===== src/rtl/ball_direction_ctrl_pkg.sv =====
// Shared definitions for the pong ball direction controller: FSM encoding,
// compass-style heading constants, default field geometry and small helpers.
package ball_direction_ctrl_pkg;

   typedef enum logic [1:0] {
      ST_SERVE = 2'd0,
      ST_PLAY  = 2'd1,
      ST_EVAL  = 2'd2,
      ST_GOAL  = 2'd3
   } state_t;

   localparam logic [3:0] DIR_UP    = 4'd0;
   localparam logic [3:0] DIR_RIGHT = 4'd4;
   localparam logic [3:0] DIR_DOWN  = 4'd8;
   localparam logic [3:0] DIR_LEFT  = 4'd12;

   // Heading the ball is served with after the left/right player scored.
   localparam logic [3:0] SERVE_DIR_L = 4'd5;
   localparam logic [3:0] SERVE_DIR_R = 4'd11;

   localparam int FIELD_W_DEF    = 2560;
   localparam int FIELD_H_DEF    = 1920;
   localparam int PADDLE_L_X_DEF = 80;
   localparam int PADDLE_R_X_DEF = 2480;

   function automatic logic is_up(input logic [3:0] d);
      return (d < DIR_RIGHT) || (d > DIR_LEFT);
   endfunction

   function automatic logic is_down(input logic [3:0] d);
      return (d > DIR_RIGHT) && (d < DIR_LEFT);
   endfunction

   function automatic logic is_left(input logic [3:0] d);
      return d > DIR_DOWN;
   endfunction

   function automatic logic is_right(input logic [3:0] d);
      return (d > DIR_UP) && (d < DIR_DOWN);
   endfunction

   function automatic logic [3:0] sat_inc(input logic [3:0] s, input logic [3:0] lim);
      return (s < lim) ? s + 4'd1 : s;
   endfunction

endpackage


===== src/rtl/ball_direction_ctrl_dir_reflect.sv =====
// Combinational wall/paddle reflection and goal detection for one heading.
// Geometry is compared in 14 bits so x-size and x+size never wrap.
module dir_reflect
   import ball_direction_ctrl_pkg::*;
#(
   parameter int FIELD_W    = FIELD_W_DEF,
   parameter int FIELD_H    = FIELD_H_DEF,
   parameter int PADDLE_L_X = PADDLE_L_X_DEF,
   parameter int PADDLE_R_X = PADDLE_R_X_DEF
) (
   input  logic [3:0]  d,
   input  logic [12:0] x,
   input  logic [12:0] y,
   input  logic [12:0] size,
   input  logic [12:0] paddle_l_y,
   input  logic [12:0] paddle_r_y,
   input  logic [12:0] paddle_half,
   output logic [3:0]  new_dir,
   output logic        goal_l,
   output logic        goal_r
);
   localparam logic signed [13:0] FW_S = 14'(FIELD_W);
   localparam logic signed [13:0] FH_S = 14'(FIELD_H);
   localparam logic signed [13:0] PL_S = 14'(PADDLE_L_X);
   localparam logic        [13:0] PR_U = 14'(PADDLE_R_X);

   logic signed [13:0] xs, ys, ss, ply, pry, off_l, off_r;
   logic        [13:0] right_edge, reach, thr, mag_l, mag_r;
   logic               up, down, left, right, wall, hit_l, hit_r;
   logic               above, below;
   logic        [3:0]  v, r;

   assign xs  = {1'b0, x};
   assign ys  = {1'b0, y};
   assign ss  = {1'b0, size};
   assign ply = {1'b0, paddle_l_y};
   assign pry = {1'b0, paddle_r_y};

   assign up    = is_up(d);
   assign down  = is_down(d);
   assign left  = is_left(d);
   assign right = is_right(d);

   assign right_edge = {1'b0, x} + {1'b0, size};
   assign reach      = {1'b0, paddle_half} + {1'b0, size};
   assign thr        = {1'b0, paddle_half} >> 1;
   assign off_l      = ys - ply;
   assign off_r      = ys - pry;
   assign mag_l      = off_l[13] ? 14'(-off_l) : 14'(off_l);
   assign mag_r      = off_r[13] ? 14'(-off_r) : 14'(off_r);

   assign wall  = (up && (y <= size)) || (down && (ys >= FH_S - ss));
   assign hit_l = left && ((xs - ss) <= PL_S) && (mag_l <= reach);
   assign hit_r = right && (right_edge >= PR_U) && (mag_r <= reach);

   assign goal_r = left && (x <= size) && !hit_l;
   assign goal_l = right && (xs >= FW_S - ss) && !hit_r;

   // Vertical reflection first, then paddle mirror with off-centre steepening.
   always_comb begin
      v       = d;
      r       = 4'd0;
      above   = 1'b0;
      below   = 1'b0;
      new_dir = d;
      if (wall) begin
         v = 4'd8 - d;
      end else begin
         v = d;
      end
      r = 4'd0 - v;
      if (hit_l) begin
         above = off_l[13] && (mag_l > thr);
         below = !off_l[13] && (mag_l > thr);
      end else begin
         above = off_r[13] && (mag_r > thr);
         below = !off_r[13] && (mag_r > thr);
      end
      if (hit_l) begin
         if (above) begin
            new_dir = (r > 4'd2) ? r - 4'd1 : r;
         end else if (below) begin
            new_dir = (r < 4'd6) ? r + 4'd1 : r;
         end else begin
            new_dir = r;
         end
      end else if (hit_r) begin
         if (above) begin
            new_dir = (r < 4'd14) ? r + 4'd1 : r;
         end else if (below) begin
            new_dir = (r > 4'd10) ? r - 4'd1 : r;
         end else begin
            new_dir = r;
         end
      end else begin
         new_dir = v;
      end
   end

endmodule


===== src/rtl/ball_direction_ctrl.sv =====
// Pong ball sequencer: serve delay, per-frame move strobe, two-cycle
// collision evaluation, goal strobes and saturating scores.
module ball_direction_ctrl
   import ball_direction_ctrl_pkg::*;
#(
   parameter int FIELD_W      = FIELD_W_DEF,
   parameter int FIELD_H      = FIELD_H_DEF,
   parameter int PADDLE_L_X   = PADDLE_L_X_DEF,
   parameter int PADDLE_R_X   = PADDLE_R_X_DEF,
   parameter int SERVE_FRAMES = 60,
   parameter int MAX_SCORE    = 9
) (
   input  logic        clk,
   input  logic        rst,
   input  logic        frame_tick,
   input  logic [12:0] x_in,
   input  logic [12:0] y_in,
   input  logic [12:0] size,
   input  logic [12:0] paddle_l_y,
   input  logic [12:0] paddle_r_y,
   input  logic [12:0] paddle_half,
   output logic [3:0]  direction,
   output logic        move,
   output logic        ball_rst,
   output logic        goal_l,
   output logic        goal_r,
   output logic [3:0]  score_l,
   output logic [3:0]  score_r
);
   localparam int CNT_W = $clog2(SERVE_FRAMES + 1);

   state_t           state, state_nxt;
   logic             eval2, eval2_nxt, boot;
   logic [CNT_W-1:0] cnt, cnt_nxt;
   logic [3:0]       dir_nxt, score_l_nxt, score_r_nxt, new_dir;
   logic             goal_l_nxt, goal_r_nxt, ball_rst_nxt, hit_gl, hit_gr;

   dir_reflect #(
      .FIELD_W    (FIELD_W),
      .FIELD_H    (FIELD_H),
      .PADDLE_L_X (PADDLE_L_X),
      .PADDLE_R_X (PADDLE_R_X)
   ) u_reflect (
      .d           (direction),
      .x           (x_in),
      .y           (y_in),
      .size        (size),
      .paddle_l_y  (paddle_l_y),
      .paddle_r_y  (paddle_r_y),
      .paddle_half (paddle_half),
      .new_dir     (new_dir),
      .goal_l      (hit_gl),
      .goal_r      (hit_gr)
   );

   // Next-state, move strobe and registered-output next values.
   always_comb begin
      state_nxt    = state;
      eval2_nxt    = 1'b0;
      cnt_nxt      = cnt;
      dir_nxt      = direction;
      score_l_nxt  = score_l;
      score_r_nxt  = score_r;
      goal_l_nxt   = 1'b0;
      goal_r_nxt   = 1'b0;
      ball_rst_nxt = boot;
      move         = 1'b0;
      case (state)
         ST_SERVE: begin
            if (frame_tick) begin
               if (cnt == CNT_W'(SERVE_FRAMES - 1)) begin
                  cnt_nxt   = '0;
                  state_nxt = ST_PLAY;
               end else begin
                  cnt_nxt = cnt + CNT_W'(1);
               end
            end else begin
               cnt_nxt = cnt;
            end
         end
         ST_PLAY: begin
            if (frame_tick) begin
               move      = 1'b1;
               state_nxt = ST_EVAL;
            end else begin
               state_nxt = ST_PLAY;
            end
         end
         ST_EVAL: begin
            // First cycle only waits for the position block to apply the step.
            if (!eval2) begin
               eval2_nxt = 1'b1;
            end else if (hit_gr) begin
               state_nxt   = ST_GOAL;
               goal_r_nxt  = 1'b1;
               score_r_nxt = sat_inc(score_r, 4'(MAX_SCORE));
               dir_nxt     = SERVE_DIR_R;
            end else if (hit_gl) begin
               state_nxt   = ST_GOAL;
               goal_l_nxt  = 1'b1;
               score_l_nxt = sat_inc(score_l, 4'(MAX_SCORE));
               dir_nxt     = SERVE_DIR_L;
            end else begin
               state_nxt = ST_PLAY;
               dir_nxt   = new_dir;
            end
         end
         ST_GOAL: begin
            state_nxt    = ST_SERVE;
            cnt_nxt      = '0;
            ball_rst_nxt = 1'b1;
         end
         default: begin
            state_nxt = ST_SERVE;
            cnt_nxt   = '0;
         end
      endcase
   end

   // State and output registers; boot makes ball_rst fire right after reset.
   always_ff @(posedge clk or posedge rst) begin
      if (rst) begin
         state     <= ST_SERVE;
         eval2     <= 1'b0;
         cnt       <= '0;
         direction <= SERVE_DIR_L;
         score_l   <= 4'd0;
         score_r   <= 4'd0;
         goal_l    <= 1'b0;
         goal_r    <= 1'b0;
         ball_rst  <= 1'b0;
         boot      <= 1'b1;
      end else begin
         state     <= state_nxt;
         eval2     <= eval2_nxt;
         cnt       <= cnt_nxt;
         direction <= dir_nxt;
         score_l   <= score_l_nxt;
         score_r   <= score_r_nxt;
         goal_l    <= goal_l_nxt;
         goal_r    <= goal_r_nxt;
         ball_rst  <= ball_rst_nxt;
         boot      <= 1'b0;
      end
   end

endmodule

===== config.mk =====
export PLATFORM = sky130hd
export DESIGN_NAME = ball_direction_ctrl
export DESIGN_NICKNAME = d
export VERILOG_FILES = /design/src/rtl/ball_direction_ctrl_pkg.sv /design/src/rtl/ball_direction_ctrl_dir_reflect.sv /design/src/rtl/ball_direction_ctrl.sv
export SDC_FILE = /design/constraint.sdc
export NUM_CORES = 1
export LEC_CHECK = 0
export CAP_MARGIN = 20
export CELL_PAD_IN_SITES_DETAIL_PLACEMENT = 1
export CELL_PAD_IN_SITES_GLOBAL_PLACEMENT = 2
export CORE_UTILIZATION = 29
export DETAILED_ROUTE_END_ITERATION = 8
export PLACE_DENSITY_LB_ADDON = 0.1
export SLEW_MARGIN = 0
export SYNTH_ARGS = -nofsm -noshare
export SYNTH_HDL_FRONTEND = slang
export SYNTH_SLANG_ARGS = --single-unit

===== constraint.sdc =====
create_clock -name clk -period 4.8 [get_ports clk]
set_clock_uncertainty 0.15 [all_clocks]
set_input_delay 0.96 -clock clk [delete_from_list [all_inputs] [get_ports clk]]
set_output_delay 0.96 -clock clk [all_outputs]
set_load 0.02 [all_outputs]

Word level (Yosys, flattened, before mapping)
Cells that the tools add are included.

storage, ports and cells
  word-level logic and storage cells = 125
  register bits = 25

operators by class
  muxes and demuxes = 39
  add/subtract/negate cells = 16
  reduce and logical (&&, ||, !) cells = 29
  magnitude comparators = 23
  bitwise logic cells = 1
  equality and inequality tests = 7

operators by type and width
  operator                count
  $mux 4                  13
  $sub 13x13->14          3
  $add 13x13->14          2
  $ge 14x14->1            2
  $gt 14x12->1            2
  $le 14x14->1            2
  $mux 14                 2
  $neg 14->14             2
  $le 13x13->1            2
  $lt 4x4->1 const B      5
  $logic_and 1x1->1       16
  $ge 14x12->1 const B    1
  $le 14x8->1 const B     1
  $mux 1                  14
  $sub 11x13->14 const A  1
  $sub 12x13->14 const A  1
  $add 4x1->4 const B     3
  $gt 4x4->1 const B      3
  $mux 2                  6
  $mux 6                  2
  $pmux 6 s2              1
  $lt 4x3->1 const B      2
  $pmux 2 s4              1
  $add 6x1->6 const B     1
  19 further kinds        27

Logic depth before layout (Yosys ltp)
  word-level depth = 14
  mapped depth = 24
  depth with buffers taken out = 24

Modules after synthesis
From an unflattened synthesis, not the netlist that was laid out.

second synthesis, totals
  cells, all modules = 1,066
  area, all modules = 8,062.7 um2

by module, submodules not included
  module               times used  cells an instance  area an instance (um2)  sequential area each (um2)
  dir_reflect          1           941                6,777.8                 0.0
  ball_direction_ctrl  1           125                1,285.0                 629.4

Least setup slack after synthesis
No wires, ideal clock.

  kind = in2reg
  start = in y_in[0]
  end = reg direction[1]
  arrival = 5,767 ps
  path slack = -1,187 ps
  stages on the path = 21
  buffers on the path = 0
  setup time = 70 ps
  cells stage by stage = inv_1 > ha_1 > fa_1 > nand2b_1 > a21oi_1 > o31ai_1 > a32oi_1 > nand4_1 > or3_1 > and2_1 > xnor2_1 > ha_1 > or4_1 > a221oi_1 > a211oi_1 > nor3_4 > mux2i_2 > nand3_2 > and3_1 > or4_1 > nand3_1

on the way
  word-level cells in the longest chain between the ends = 13

ends and longest elaborated chain
  item                                                                     line                        source
  start: declaration                                                       ball_direction_ctrl.sv:17   input logic [12:0] y_in,
  parallel branches: the longest is 12 deep, another holds $sub 13x13->14  -
  $mux 4 *                                                                 ball_direction_ctrl.sv:93   end else if (hit_gr) begin
  end signal: assignment                                                   ball_direction_ctrl.sv:137  direction <= dir_nxt;
  end: declaration                                                         ball_direction_ctrl.sv:22   output logic [3:0] direction,

Mark *: on every way between the ends.
A chain may end at the register's enable or synchronous reset.

Worst setup path after layout
  start = in paddle_l_y[8]
  end = reg score_l[1]

on the way
  word-level cells in the longest chain between the ends = 9

ends and longest elaborated chain
  item                                 line                                   source
  start: declaration                   ball_direction_ctrl.sv:19              input logic [12:0] paddle_l_y,
  $sub 13x13->14 *                     ball_direction_ctrl_dir_reflect.sv:47  assign off_l = ys - ply;
  $neg 14->14                          ball_direction_ctrl_dir_reflect.sv:49  assign mag_l = off_l[13] ? 14'(-off_l) : 14'(off_l);
  $mux 14 *                            ball_direction_ctrl_dir_reflect.sv:49
  $le 14x14->1 *                       ball_direction_ctrl_dir_reflect.sv:53  assign hit_l = left && ((xs - ss) <= PL_S) && (mag_l <= reach);
  $logic_and 1x1->1 *                  ball_direction_ctrl_dir_reflect.sv:53
  $logic_not 1->1 *                    ball_direction_ctrl_dir_reflect.sv:56  assign goal_r = left && (x <= size) && !hit_l;
  $logic_and 1x1->1 *                  ball_direction_ctrl_dir_reflect.sv:56
  $not 1->1 (no source line) *         -
  $reduce_and 5->1 (no source line) *  -
  end signal: assignment               ball_direction_ctrl.sv:138             score_l <= score_l_nxt;
  end: declaration                     ball_direction_ctrl.sv:27              output logic [3:0] score_l,

Mark *: on every way between the ends. The rest lies on a longest branch, timed or not.

==> qor.yml <==
status: "complete, but fails checks"
violations: "setup timing"
final_cells: 1983
fin_ws_ps: -744
crit_path_top_delay_cell: "or4_4"
ys.flop_type: "dfrtp_1"
ir_drop_mv: 0.163
vias: 10300
crit_top_cell: "buf_4"
r2r_slack_ps: 690
ys_seq_area_share_pct: 7.77
gp_congestion: 0.863
htree_num_levels: 1
rows: 60
switching_share_pct: 46.0
synth_top_area_cell: "ha_1"
cts.sinks: 25
clk_pin_slew_worst_paths_ps: 70
min_path_type: "reg -> reg"
fin_nets: 1863
die_x_um: 169
antenna_found_initial: 0
ios: 97
end_kind: "flip-flop"
area_delta_synth_final_pct: 77.5
dieArea_sq_um: 28600
synth_area_leaders: "ha_1 25%, dfrtp_1 6.8%, xnor2_1 5.5%"
cp.depth: 21
hold_buffers: 0
reg2regPathDepth: 15
via_per_inst: 5.17
syn-cell-area_sq_um: 8100
pwr-share-seq_pct: 8.2
relSlewSlack_pct: 65.0
synth_cell_types: 83
portBuffers: 96
layout_common_cells: "420 x buf_4, 136 x ha_1, 81 x inv_1"
cts-root-buf: "clkbuf_16"
initial_utilization_pct: 29.8
syn_nets: 1333
pwr_density_cell_nw_per_um2: 281
internal_power_uw: 2180
grt_pass1_wl_mm: 55.2
die_h_um: 169
switchingPower_uw: 1860
slowest_delay_ps: 490
grt_max_degree: 26
drive_gt1_share_pct: 43.1
synthArstFlopShare_pct: 100
drt_drc_violations_left: 0
synth_warnings: 0
final_common_cell: "buf_4"
fin_crit_sh_pct: 115
synth_area_per_cell_sq_um: 7.49
crit_buf_inv: 4
clock_power_share_pct: 4.8
antenna_cells: 0
yosys_register_bits: 25
place_hpwl_mm: 28.6
grt_overflow: 0
combinationalPowerShare_pct: 87.0
fin_util_pct: 52.9
grt_util_all_layers_pct: 24.1
crit_fanout: 3
max_freq_ghz: 0.180
setup.worst_path.class: "in -> reg"
rsz0062_at_grt: "true"
clock_latency_ps: 270
hold_viol_final: 0
dp_cells: 1906
numCtsBuffers: 3
finalMaxSlewViolations: 0
hold_depth: 1
dr.pass1.iters: 5
leakagePower_uw: 0.00680
cp.arrival_ps: 5550
synth_edf_count: 0
ant_nets: 0
routed_wl_mm: 35.4
wl_per_cell_um: 17.8
cts_tree: "done"
period_minus_slack_ps: 5540
crit_required_ps: 4810
grt_pass1_vias: 10900
synth_top_area_share_pct: 25.5
drtIter0Drc: 294
drv_cap: 0
setup_viol: 15
worstMarginPinSlew_ps: 520
syn_inst: 1082
crit_chain: "clkdlybuf4s50_1 > inv_1 > ha_1 > buf_4 > o2111ai_2 > o21bai_4 > nor3b_4 > o22ai_2 > or3_4 > and2_4 > xnor2_4 > ha_2 > or4_4 > a221oi_4 > a211oi_4 > buf_4 > o2111a_2 > or2_4 > nor3_4 > nand2_2 > mux2_4"
crit_family: "simple AND/OR/NAND/NOR gates"
core_area_sq_um: 27200
critPathLaunchType: "input pin"
clk_path_buf_depth: 2
[metal layers]
metal | GRT usage (%) | vias up | part of all wire, %
met5 | 0 | - | 0
met4 | 5.21 | 0 | 2.6
met3 | 1.38 | 55 | 2.1
met2 | 46.4 | 143 | 52
met1 | 29.1 | 4984 | 43
li1 | - | 5068 | -
[worst paths after layout]
path | startpoint | endpoint
setup / recovery | paddle_l_y[8] | score_l[1]
hold / removal | cnt[5] | cnt[5]
setup reg to reg | direction[0] | direction[1]
hold reg to reg | cnt[5] | cnt[5]
max in group asynchronous | rst | direction[0]
min in group asynchronous | rst | score_r[0]
[registers in the layout, indices dropped and copies added, names as in the netlist]
signal	cells
boot	1
cnt	6
state	2
score_l	4
goal_r	1
direction	4
score_r	4
eval2	1
ball_rst	1
goal_l	1
[logic make-up (layout without fill, tap and decap cells)]
| logic type | after synthesis | in the layout | share of synthesized area (%) |
|---|---|---|---|
| xor+xnor | 79 | 79 | 8.54 |
| mux | 10 | 10 | 1.37 |
| fa+ha+maj | 170 | 170 | 26.7 |
| compound gates | 336 | 336 | 27.9 |
| flops | 25 | 25 | 7.77 |
| simple gates | 341 | 341 | 21.9 |
| buf+inv | 120 | 649 | 5.78 |
| other cells | 1 | 1 | 0.0463 |
[Yosys cell counts (22+ instances only)]
| cell | count |
|---|---|
| nand3_1 | 36 |
| o21ai_0 | 55 |
| a21oi_1 | 86 |
| ha_1 | 165 |
| nor2_1 | 76 |
| a21o_1 | 29 |
| nor3_1 | 25 |
| xor2_1 | 28 |
| nand2_1 | 65 |
| inv_1 | 95 |
| dfrtp_1 | 22 |
| xnor2_1 | 51 |
| nand2b_1 | 22 |
| a211oi_1 | 24 |
[power groups by stage]
stage               combinational, uW  clock, uW  sequential [uW]
global route                     3810        207              344
finish                           3510        194              333
detailed placement               2840          0              334
CTS                              3250        199              331
floorplan                        1560          0              310
global placement                 2770          0              333
[final cells by class]
class,instances,area (sq um)
clock inverter,1,5.00
timing repair buffer,549,4480
fill,3264,12800
inverter,96,375
multi-input combinational,937,8340
tap,372,465
sequential,25,629
clock buffer,3,75.1
[repair_timing]
item | in CTS | in global routing
setup endpoints to repair | 15 | 15
resized for setup | 261 | 87
pin swaps | 115 | 84
setup buffers | 49 | 26
[metrics by stage]
step           setup TNS, ps  total power [uW]  cell area, sq um  hold slack, ps  worst slack [ps]
2_1_floorplan          -4610              1870              8280             298              -830
3_3_place_gp          -19630              3110             12400             314             -1500
3_5_place_dp          -21230              3180             12400             323             -1610
4_1_cts                -8570              3780             13800             338              -716
5_1_grt               -12160              4360             14400             361              -982
6_report               -9110              4040             14400             340              -744
Power figures use the tool's default switching activity.
